==> src/rtl/rv32_pipeline_ctrl_if.sv <==
// Pipeline control bus between the pipeline stages and rv32_pipeline_ctrl.
// The master side drives stage requests and consumes stop/redirect/bubble
// controls. The slave side is the controller.
interface rv32_pipeline_ctrl_if;
  // Requests from the pipeline stages and the debug unit
  logic        decode_stall;
  logic        exec_branch_taken;
  logic [31:0] exec_branch_target;
  logic        mem_busy;
  logic        trap_req;
  logic [31:0] trap_vector;
  logic        halt_req;
  logic        resume_req;

  // Controls back to the pipeline stages
  logic        fetch_stop;
  logic        decode_stop;
  logic        exec_stop;
  logic        fetch_set_pc;
  logic [31:0] fetch_pc;
  logic        decode_set_nop;
  logic [31:0] decode_set_nop_pc;
  logic        exec_set_nop;
  logic        halted;
  logic        drain_timeout;
  logic [1:0]  state;

  modport master (
    output decode_stall, exec_branch_taken, exec_branch_target, mem_busy,
           trap_req, trap_vector, halt_req, resume_req,
    input  fetch_stop, decode_stop, exec_stop, fetch_set_pc, fetch_pc,
           decode_set_nop, decode_set_nop_pc, exec_set_nop, halted,
           drain_timeout, state
  );

  modport slave (
    input  decode_stall, exec_branch_taken, exec_branch_target, mem_busy,
           trap_req, trap_vector, halt_req, resume_req,
    output fetch_stop, decode_stop, exec_stop, fetch_set_pc, fetch_pc,
           decode_set_nop, decode_set_nop_pc, exec_set_nop, halted,
           drain_timeout, state
  );
endinterface

==> src/rtl/rv32_pipeline_ctrl.sv <==
// RV32 pipeline hazard/redirect controller.
// States: BOOT (one cycle, redirect to RESET_PC), RUN, TRAP (drain memory,
// then redirect to the latched vector), HALT (debug halt).
// Stage controls are Mealy functions of the registered state and the current
// requests; while resetn is low they are forced to their reset values.
// Optional feature: define PIPE_PERF_CNT_EN to add the stall_cycles and
// flush_count performance counters.
module rv32_pipeline_ctrl #(
  parameter logic [31:0] RESET_PC      = 32'h0000_0000,
  parameter int unsigned DRAIN_TIMEOUT = 15
) (
  input  logic                  clk,
  input  logic                  resetn,
  rv32_pipeline_ctrl_if.slave   ctrl
`ifdef PIPE_PERF_CNT_EN
  ,
  output logic [31:0]           stall_cycles,
  output logic [31:0]           flush_count
`endif
);

  typedef enum logic [1:0] {
    StBoot = 2'd0,
    StRun  = 2'd1,
    StTrap = 2'd2,
    StHalt = 2'd3
  } state_e;

  localparam logic [7:0] DrainMax = 8'(DRAIN_TIMEOUT);

  state_e      state_q, state_d;
  logic        halted_q, halted_d;
  logic        drain_to_q, drain_to_d;
  logic [7:0]  drain_cnt_q, drain_cnt_d;
  logic [31:0] trap_vec_q, trap_vec_d;

  // Next-state and Mealy stage-control decode
  always_comb begin
    ctrl.fetch_stop        = 1'b0;
    ctrl.decode_stop       = 1'b0;
    ctrl.exec_stop         = 1'b0;
    ctrl.fetch_set_pc      = 1'b0;
    ctrl.fetch_pc          = RESET_PC;
    ctrl.decode_set_nop    = 1'b0;
    ctrl.decode_set_nop_pc = RESET_PC;
    ctrl.exec_set_nop      = 1'b0;

    state_d     = state_q;
    halted_d    = halted_q;
    drain_to_d  = drain_to_q;
    drain_cnt_d = drain_cnt_q;
    trap_vec_d  = trap_vec_q;

    unique case (state_q)
      StBoot: begin
        ctrl.fetch_set_pc   = 1'b1;
        ctrl.decode_set_nop = 1'b1;
        state_d             = StRun;
      end

      StRun: begin
        if (ctrl.mem_busy) begin
          // Memory stall freezes everything; no redirect is accepted
          ctrl.fetch_stop  = 1'b1;
          ctrl.decode_stop = 1'b1;
          ctrl.exec_stop   = 1'b1;
        end else if (ctrl.trap_req) begin
          // Squash decode/exec, hold fetch until memory has drained
          trap_vec_d          = ctrl.trap_vector;
          ctrl.fetch_stop     = 1'b1;
          ctrl.decode_set_nop = 1'b1;
          ctrl.exec_set_nop   = 1'b1;
          state_d             = StTrap;
        end else if (ctrl.exec_branch_taken) begin
          ctrl.fetch_set_pc      = 1'b1;
          ctrl.fetch_pc          = ctrl.exec_branch_target;
          ctrl.decode_set_nop    = 1'b1;
          ctrl.decode_set_nop_pc = ctrl.exec_branch_target;
        end else if (ctrl.halt_req) begin
          ctrl.fetch_stop     = 1'b1;
          ctrl.decode_set_nop = 1'b1;
          halted_d            = 1'b1;
          state_d             = StHalt;
        end else if (ctrl.decode_stall) begin
          // Decode inserts its own bubble, so only fetch is held
          ctrl.fetch_stop = 1'b1;
        end
      end

      StTrap: begin
        ctrl.fetch_stop     = 1'b1;
        ctrl.decode_set_nop = 1'b1;
        if (ctrl.mem_busy) begin
          if (drain_cnt_q < DrainMax) begin
            drain_cnt_d = drain_cnt_q + 8'd1;
          end
          if (drain_cnt_d == DrainMax) begin
            drain_to_d = 1'b1;
          end
        end else begin
          ctrl.fetch_set_pc      = 1'b1;
          ctrl.fetch_pc          = trap_vec_q;
          ctrl.decode_set_nop_pc = trap_vec_q;
          drain_cnt_d            = 8'd0;
          state_d                = StRun;
        end
      end

      StHalt: begin
        ctrl.fetch_stop     = 1'b1;
        ctrl.decode_set_nop = 1'b1;
        if (ctrl.resume_req) begin
          halted_d = 1'b0;
          state_d  = StRun;
        end
      end

      default: begin
        state_d = StBoot;
      end
    endcase

    // Reset holds every stage frozen without redirect or bubble
    if (!resetn) begin
      ctrl.fetch_stop        = 1'b1;
      ctrl.decode_stop       = 1'b1;
      ctrl.exec_stop         = 1'b1;
      ctrl.fetch_set_pc      = 1'b0;
      ctrl.fetch_pc          = RESET_PC;
      ctrl.decode_set_nop    = 1'b0;
      ctrl.decode_set_nop_pc = RESET_PC;
      ctrl.exec_set_nop      = 1'b0;
    end
  end

  // Controller state registers
  always_ff @(posedge clk or negedge resetn) begin
    if (!resetn) begin
      state_q     <= StBoot;
      halted_q    <= 1'b0;
      drain_to_q  <= 1'b0;
      drain_cnt_q <= 8'd0;
      trap_vec_q  <= 32'd0;
    end else begin
      state_q     <= state_d;
      halted_q    <= halted_d;
      drain_to_q  <= drain_to_d;
      drain_cnt_q <= drain_cnt_d;
      trap_vec_q  <= trap_vec_d;
    end
  end

  assign ctrl.state         = state_q;
  assign ctrl.halted        = halted_q;
  assign ctrl.drain_timeout = drain_to_q;

`ifdef PIPE_PERF_CNT_EN
  logic [31:0] stall_cycles_q, stall_cycles_d;
  logic [31:0] flush_count_q, flush_count_d;
  logic        run_stall;
  logic        flush_accept;

  // Performance counter increments; both wrap naturally at 2^32
  always_comb begin
    run_stall    = (state_q == StRun) &&
                   (ctrl.fetch_stop || ctrl.decode_stop || ctrl.exec_stop);
    flush_accept = (state_q == StRun) && !ctrl.mem_busy &&
                   (ctrl.trap_req || ctrl.exec_branch_taken);
    stall_cycles_d = stall_cycles_q + (run_stall ? 32'd1 : 32'd0);
    flush_count_d  = flush_count_q + (flush_accept ? 32'd1 : 32'd0);
  end

  // Performance counter registers
  always_ff @(posedge clk or negedge resetn) begin
    if (!resetn) begin
      stall_cycles_q <= 32'd0;
      flush_count_q  <= 32'd0;
    end else begin
      stall_cycles_q <= stall_cycles_d;
      flush_count_q  <= flush_count_d;
    end
  end

  assign stall_cycles = stall_cycles_q;
  assign flush_count  = flush_count_q;
`endif

endmodule

==> src/flat_wrapper.sv <==
// flat-port wrapper written by rule: the top's interface ports become plain ports
module rv32_pipeline_ctrl_flat 
#(
  parameter logic [31:0] RESET_PC      = 32'h0000_0000,
  parameter int unsigned DRAIN_TIMEOUT = 15
)
  (clk, resetn, ctrl_decode_stall, ctrl_exec_branch_taken, ctrl_exec_branch_target, ctrl_mem_busy, ctrl_trap_req, ctrl_trap_vector, ctrl_halt_req, ctrl_resume_req, ctrl_fetch_stop, ctrl_decode_stop, ctrl_exec_stop, ctrl_fetch_set_pc, ctrl_fetch_pc, ctrl_decode_set_nop, ctrl_decode_set_nop_pc, ctrl_exec_set_nop, ctrl_halted, ctrl_drain_timeout, ctrl_state);
  rv32_pipeline_ctrl_if ctrl_i ();
  input  logic clk;
  input  logic resetn;
  input wire logic [$bits(ctrl_i.decode_stall)-1:0] ctrl_decode_stall;
  input wire logic [$bits(ctrl_i.exec_branch_taken)-1:0] ctrl_exec_branch_taken;
  input wire logic [$bits(ctrl_i.exec_branch_target)-1:0] ctrl_exec_branch_target;
  input wire logic [$bits(ctrl_i.mem_busy)-1:0] ctrl_mem_busy;
  input wire logic [$bits(ctrl_i.trap_req)-1:0] ctrl_trap_req;
  input wire logic [$bits(ctrl_i.trap_vector)-1:0] ctrl_trap_vector;
  input wire logic [$bits(ctrl_i.halt_req)-1:0] ctrl_halt_req;
  input wire logic [$bits(ctrl_i.resume_req)-1:0] ctrl_resume_req;
  output wire logic [$bits(ctrl_i.fetch_stop)-1:0] ctrl_fetch_stop;
  output wire logic [$bits(ctrl_i.decode_stop)-1:0] ctrl_decode_stop;
  output wire logic [$bits(ctrl_i.exec_stop)-1:0] ctrl_exec_stop;
  output wire logic [$bits(ctrl_i.fetch_set_pc)-1:0] ctrl_fetch_set_pc;
  output wire logic [$bits(ctrl_i.fetch_pc)-1:0] ctrl_fetch_pc;
  output wire logic [$bits(ctrl_i.decode_set_nop)-1:0] ctrl_decode_set_nop;
  output wire logic [$bits(ctrl_i.decode_set_nop_pc)-1:0] ctrl_decode_set_nop_pc;
  output wire logic [$bits(ctrl_i.exec_set_nop)-1:0] ctrl_exec_set_nop;
  output wire logic [$bits(ctrl_i.halted)-1:0] ctrl_halted;
  output wire logic [$bits(ctrl_i.drain_timeout)-1:0] ctrl_drain_timeout;
  output wire logic [$bits(ctrl_i.state)-1:0] ctrl_state;
  assign ctrl_i.decode_stall = ctrl_decode_stall;
  assign ctrl_i.exec_branch_taken = ctrl_exec_branch_taken;
  assign ctrl_i.exec_branch_target = ctrl_exec_branch_target;
  assign ctrl_i.mem_busy = ctrl_mem_busy;
  assign ctrl_i.trap_req = ctrl_trap_req;
  assign ctrl_i.trap_vector = ctrl_trap_vector;
  assign ctrl_i.halt_req = ctrl_halt_req;
  assign ctrl_i.resume_req = ctrl_resume_req;
  assign ctrl_fetch_stop = ctrl_i.fetch_stop;
  assign ctrl_decode_stop = ctrl_i.decode_stop;
  assign ctrl_exec_stop = ctrl_i.exec_stop;
  assign ctrl_fetch_set_pc = ctrl_i.fetch_set_pc;
  assign ctrl_fetch_pc = ctrl_i.fetch_pc;
  assign ctrl_decode_set_nop = ctrl_i.decode_set_nop;
  assign ctrl_decode_set_nop_pc = ctrl_i.decode_set_nop_pc;
  assign ctrl_exec_set_nop = ctrl_i.exec_set_nop;
  assign ctrl_halted = ctrl_i.halted;
  assign ctrl_drain_timeout = ctrl_i.drain_timeout;
  assign ctrl_state = ctrl_i.state;
  rv32_pipeline_ctrl #(.RESET_PC(RESET_PC), .DRAIN_TIMEOUT(DRAIN_TIMEOUT)) u_core (.clk(clk), .resetn(resetn), .ctrl(ctrl_i));
endmodule
==> config.mk <==
export PLATFORM = sky130hd
export DESIGN_NAME = rv32_pipeline_ctrl_flat
export DESIGN_NICKNAME = d
export VERILOG_FILES = /design/src/rtl/rv32_pipeline_ctrl_if.sv /design/src/rtl/rv32_pipeline_ctrl.sv /design/src/flat_wrapper.sv
export SDC_FILE = /design/constraint.sdc
export NUM_CORES = 1
export LEC_CHECK = 0
export CAP_MARGIN = 20
export CORE_MARGIN = 4
export CORE_UTILIZATION = 43
export CTS_CLUSTER_DIAMETER = 30
export CTS_CLUSTER_SIZE = 10
export DETAILED_ROUTE_END_ITERATION = 7
export GPL_TIMING_DRIVEN = 0
export PLACE_DENSITY = 0.86
export SLEW_MARGIN = 15
export SYNTH_ARGS = -nofsm -noshare
export SYNTH_HDL_FRONTEND = slang
export SYNTH_SLANG_ARGS = --single-unit
==> constraint.sdc <==
create_clock -name clk -period 3.7 [get_ports clk]
set_input_delay 0.74 -clock clk [delete_from_list [all_inputs] [get_ports clk]]
set_output_delay 0.74 -clock clk [all_outputs]
set_load 0.03 [all_outputs]
==> summary.md, run 1 <==
| Metric | Value |
|---|---|
| R2R Path End | u_core.ctrl.state[1] |
| CTS Buffer Depth | 2 |
| CP Launch Point | ctrl_mem_busy |
| Hold Vio Cnt, Final | 0 |
| Crit. End Element | output pin |
| Post-synth ARST share | 1.00 |
| Sequential Area | 0.00110 sq mm |
| Uppermost layer routed | met4 |
| Status | finished clean |
| Most used DFF post-synth | dfrtp_1 |
| Cells along the critical path | clkdlybuf4s50_1 -> nor2_2 -> and3_1 -> buf_6 -> a22oi_1 -> nor2_1 -> buf_4 -> clkdlybuf4s50_1 |
| Crit path required time | 2.96 ns |
| Arr. time, crit path | 2.83 ns |
| Clock transition at path regs | 0.08 ns |
| Met3 wire len | 715 um |
| Post-DRT Antenna Nets | 0 |
| Global-route wire length before repair | 12300 um |
| YS warnings | 0 |
| Final worst slack | 0.128 ns |
| Total negative setup slack | 0 ns |
| Synth unique cells | 36 |
| Worst vdd ir | 0.241 mV |
| Via density | 5.01 |
| Commonest non-fill, non-tap cell in the layout | clkdlybuf4s50_1 |
| Multi-input gate area | 0.00131 sq mm |
| DRC errors left | 0 |
| CTS tree | yes |
| Gr ovfl total | 0 |
| Starting DRT DRC Count | 69 |
| RD Place Congestion | 0.865 |
| Unrepaired setup endpoints after global routing | no |
| I/O pins | 146 |
| Final Max Tran Viols | 0 |
| Die area | 0.00792 sq mm |
| CTS Sinks | 44 |
| Met1 wire length | 2990 um |
| Commonest non-fill, non-tap cells in the layout | clkdlybuf4s50_1, dfrtp_1, buf_4, nor2_1, dlygate4sd2_1 |
| Root buffer cell | clkbuf_8 |
| DRT Pass-1 Iters | 3 |
| Worst-path maximum fanout | 6 |
| Met2 Routed Length | 4060 um |
| Worst-margin pin slew | 0.500 ns |
| Crit start category | input port |
| Synth top area share | 0.390 |
| Slowest-stage cell, CP | clkdlybuf4s50_1 |
| Max-cap violations | 0 |
| Post-CTS setup buffers | 0 |
| Syn nets | 337 |
| Cts bufs inserted | 5 |
| Die Span Y | 89.0 um |
| Final Core Density | 0.710 |
| # nets final | 490 |
| Area growth syn-to-layout | 59.8% |
| Hold Path Class | in2async |
| Most used cell, CP | clkdlybuf4s50_1 |
| Port Buf Inserts | 145 |
| Drt total wl | 7820 um |
| Cells after synthesis | 258 |
| Vias in the first global route | 2659 |
| Period utilisation layout | 0.965 |
| Setup Skew | 0.00563 ns |
| Max stage delay on crit path | 0.66 ns |
| Row cnt | 29 |
| Worst-Skew Late Latency | 0.29 ns |
| Tmin final | 3.57 ns |
| CP endpoint | ctrl_fetch_pc[31] |
| Dpl hpwl | 6260 um |
| Slew margin rel. | 0.666 |
| Chip Width | 89.0 um |
| Mapped Avg Cell Area | 10.9 sq um |
| Highest clock rate | 280 MHz |
| R2R Setup Slk | 1.96 ns |
| Placement Setup Slack | -0.102 ns |
| Number of synthesized flops with an enable pin | 0 |
| WS Path Type | in2out |
| Initial core utilization | 0.445 |
| CTS H-Tree Depth | 2 |
| Synth Cell Area | 0.00282 sq mm |
| Wire per inst | 16.0 um |
| Leakage | 2.50 nW |
| Cell Pwr Density | 492 mW/mm^2 |
| GRT Resource Usage Total | 0.196 |
| Cell taking the most area after synthesis | dfrtp_1 |
| Sequential area share after synthesis | 0.390 |
| Synth top area cells | dfrtp_1, a22oi_2, mux2_2, buf_4, nor2_1 |
| Antenna cell count | 0 |
| Core ar. | 0.00635 sq mm |
| Flop and latch count out of synthesis | 44 |
| R2R Path Start | u_core.ctrl.state[0] |
| Worst reg2reg path depth | 7 |
| Fraction of layout cells with a size suffix above 1 | 0.284 |
| Largest net degree at the start of global routing | 33 |
| Vias | 2448 |
| Final setup violating endpoints | 0 |
| Initial antenna violation count | 0 |
| Fillers | 507 |
[cell type report]
type,instances,share of cell area
Timing Repair Buffer,146,0.333
Multi-Input combinational cell,156,0.291
Sequential cell,44,0.244
Buffer,47,0.0816
Tap cell,77,0.0214
Clock buffer,8,0.0200
Inverter,11,0.00916
[what timing repair did]
action / in CTS / in global routing
setup endpoints to repair: 31 / 29
gates resized for setup: 31 / 29
hold buffers: 0 / 0
[critical path, delay by kind of cell]
| kind | cells | cell delay [ns] |
|---|---|---|
| AOI/OAI and AO/OA | 1 | 0.07 |
| buffers and inverters | 4 | 1.50 |
| and+or+nand+nor | 3 | 0.53 |
[cells in the mapped netlist (2+ instances only)]
| master | n |
|---|---|
| a31oi_1 | 2 |
| ha_1 | 7 |
| nand2_1 | 4 |
| buf_6 | 7 |
| o2bb2ai_1 | 2 |
| mux2_2 | 30 |
| and3_1 | 2 |
| clkbuf_1 | 3 |
| inv_1 | 10 |
| o21ai_0 | 5 |
| nor3_1 | 3 |
| nor2b_1 | 5 |
| a22oi_2 | 30 |
| a22oi_1 | 3 |
| buf_4 | 37 |
| mux2i_1 | 3 |
| nand3_1 | 2 |
| o22ai_1 | 2 |
| nor2_1 | 37 |
| mux2_1 | 2 |
| dfrtp_1 | 44 |
| a21oi_1 | 4 |
[how the worst min path moves through the flow]
stage	start	endpoint	depth (start not counted)	slack [ns]
after floorplan	resetn	u_core.ctrl.drain_timeout	0	0.44
after global placement	u_core.ctrl.drain_timeout	u_core.ctrl.drain_timeout	2	0.46
after detailed placement	u_core.ctrl.drain_timeout	u_core.ctrl.drain_timeout	2	0.45
after CTS	resetn	u_core.trap_vec_q[11]	1	0.37
after global routing	resetn	u_core.trap_vec_q[11]	1	0.38
final	resetn	u_core.ctrl.halted	1	0.37
[cells by family after synthesis]
family / count (synthesis) / synth area share
simple gates: 59 / 0.103
mux: 35 / 0.138
fa+ha+maj: 7 / 0.0310
flops: 44 / 0.390
compound gates: 55 / 0.192
buf+inv: 58 / 0.145
[metal layers]
metal	vias up	global-route usage
met5	-	0
met4	0	0.0487
met3	6	0.0618
met2	91	0.345
met1	1161	0.234
li1	1190	-
[state kept, by name, summed over array words and instances (netlist names)]
name	flops
u_core.trap_vec_q	32
u_core.ctrl.drain_timeout	1
u_core.drain_cnt_q	8
u_core.ctrl.state	2
u_core.ctrl.halted	1
[where the power goes]
| part | leakage (nW) | internal [mW] | switching [mW] |
|---|---|---|---|
| logic | 1.92 | 0.520 | 0.539 |
| clock network | 0.0455 | 0.153 | 0.157 |
| registers | 0.530 | 0.693 | 0.159 |
[per-stage QoR]
stage	total power [mW]	instance area [sq um]	instances	hold slack [ns]
after floorplan	1.55	2820	258	0.444
after global placement	1.90	4370	480	0.457
after detailed placement	1.95	4390	481	0.448
after CTS	2.25	4440	489	0.372
after global routing	2.37	4510	489	0.375
final	2.22	4510	489	0.366
Power figures use the tool's default switching activity.
==> run 2: changes to the inputs <==
SKIP_LAST_GASP = 1   (was unset)
==> results of run 2 <==
No change in the layout: final DEF, timing and power equal those of run 1.
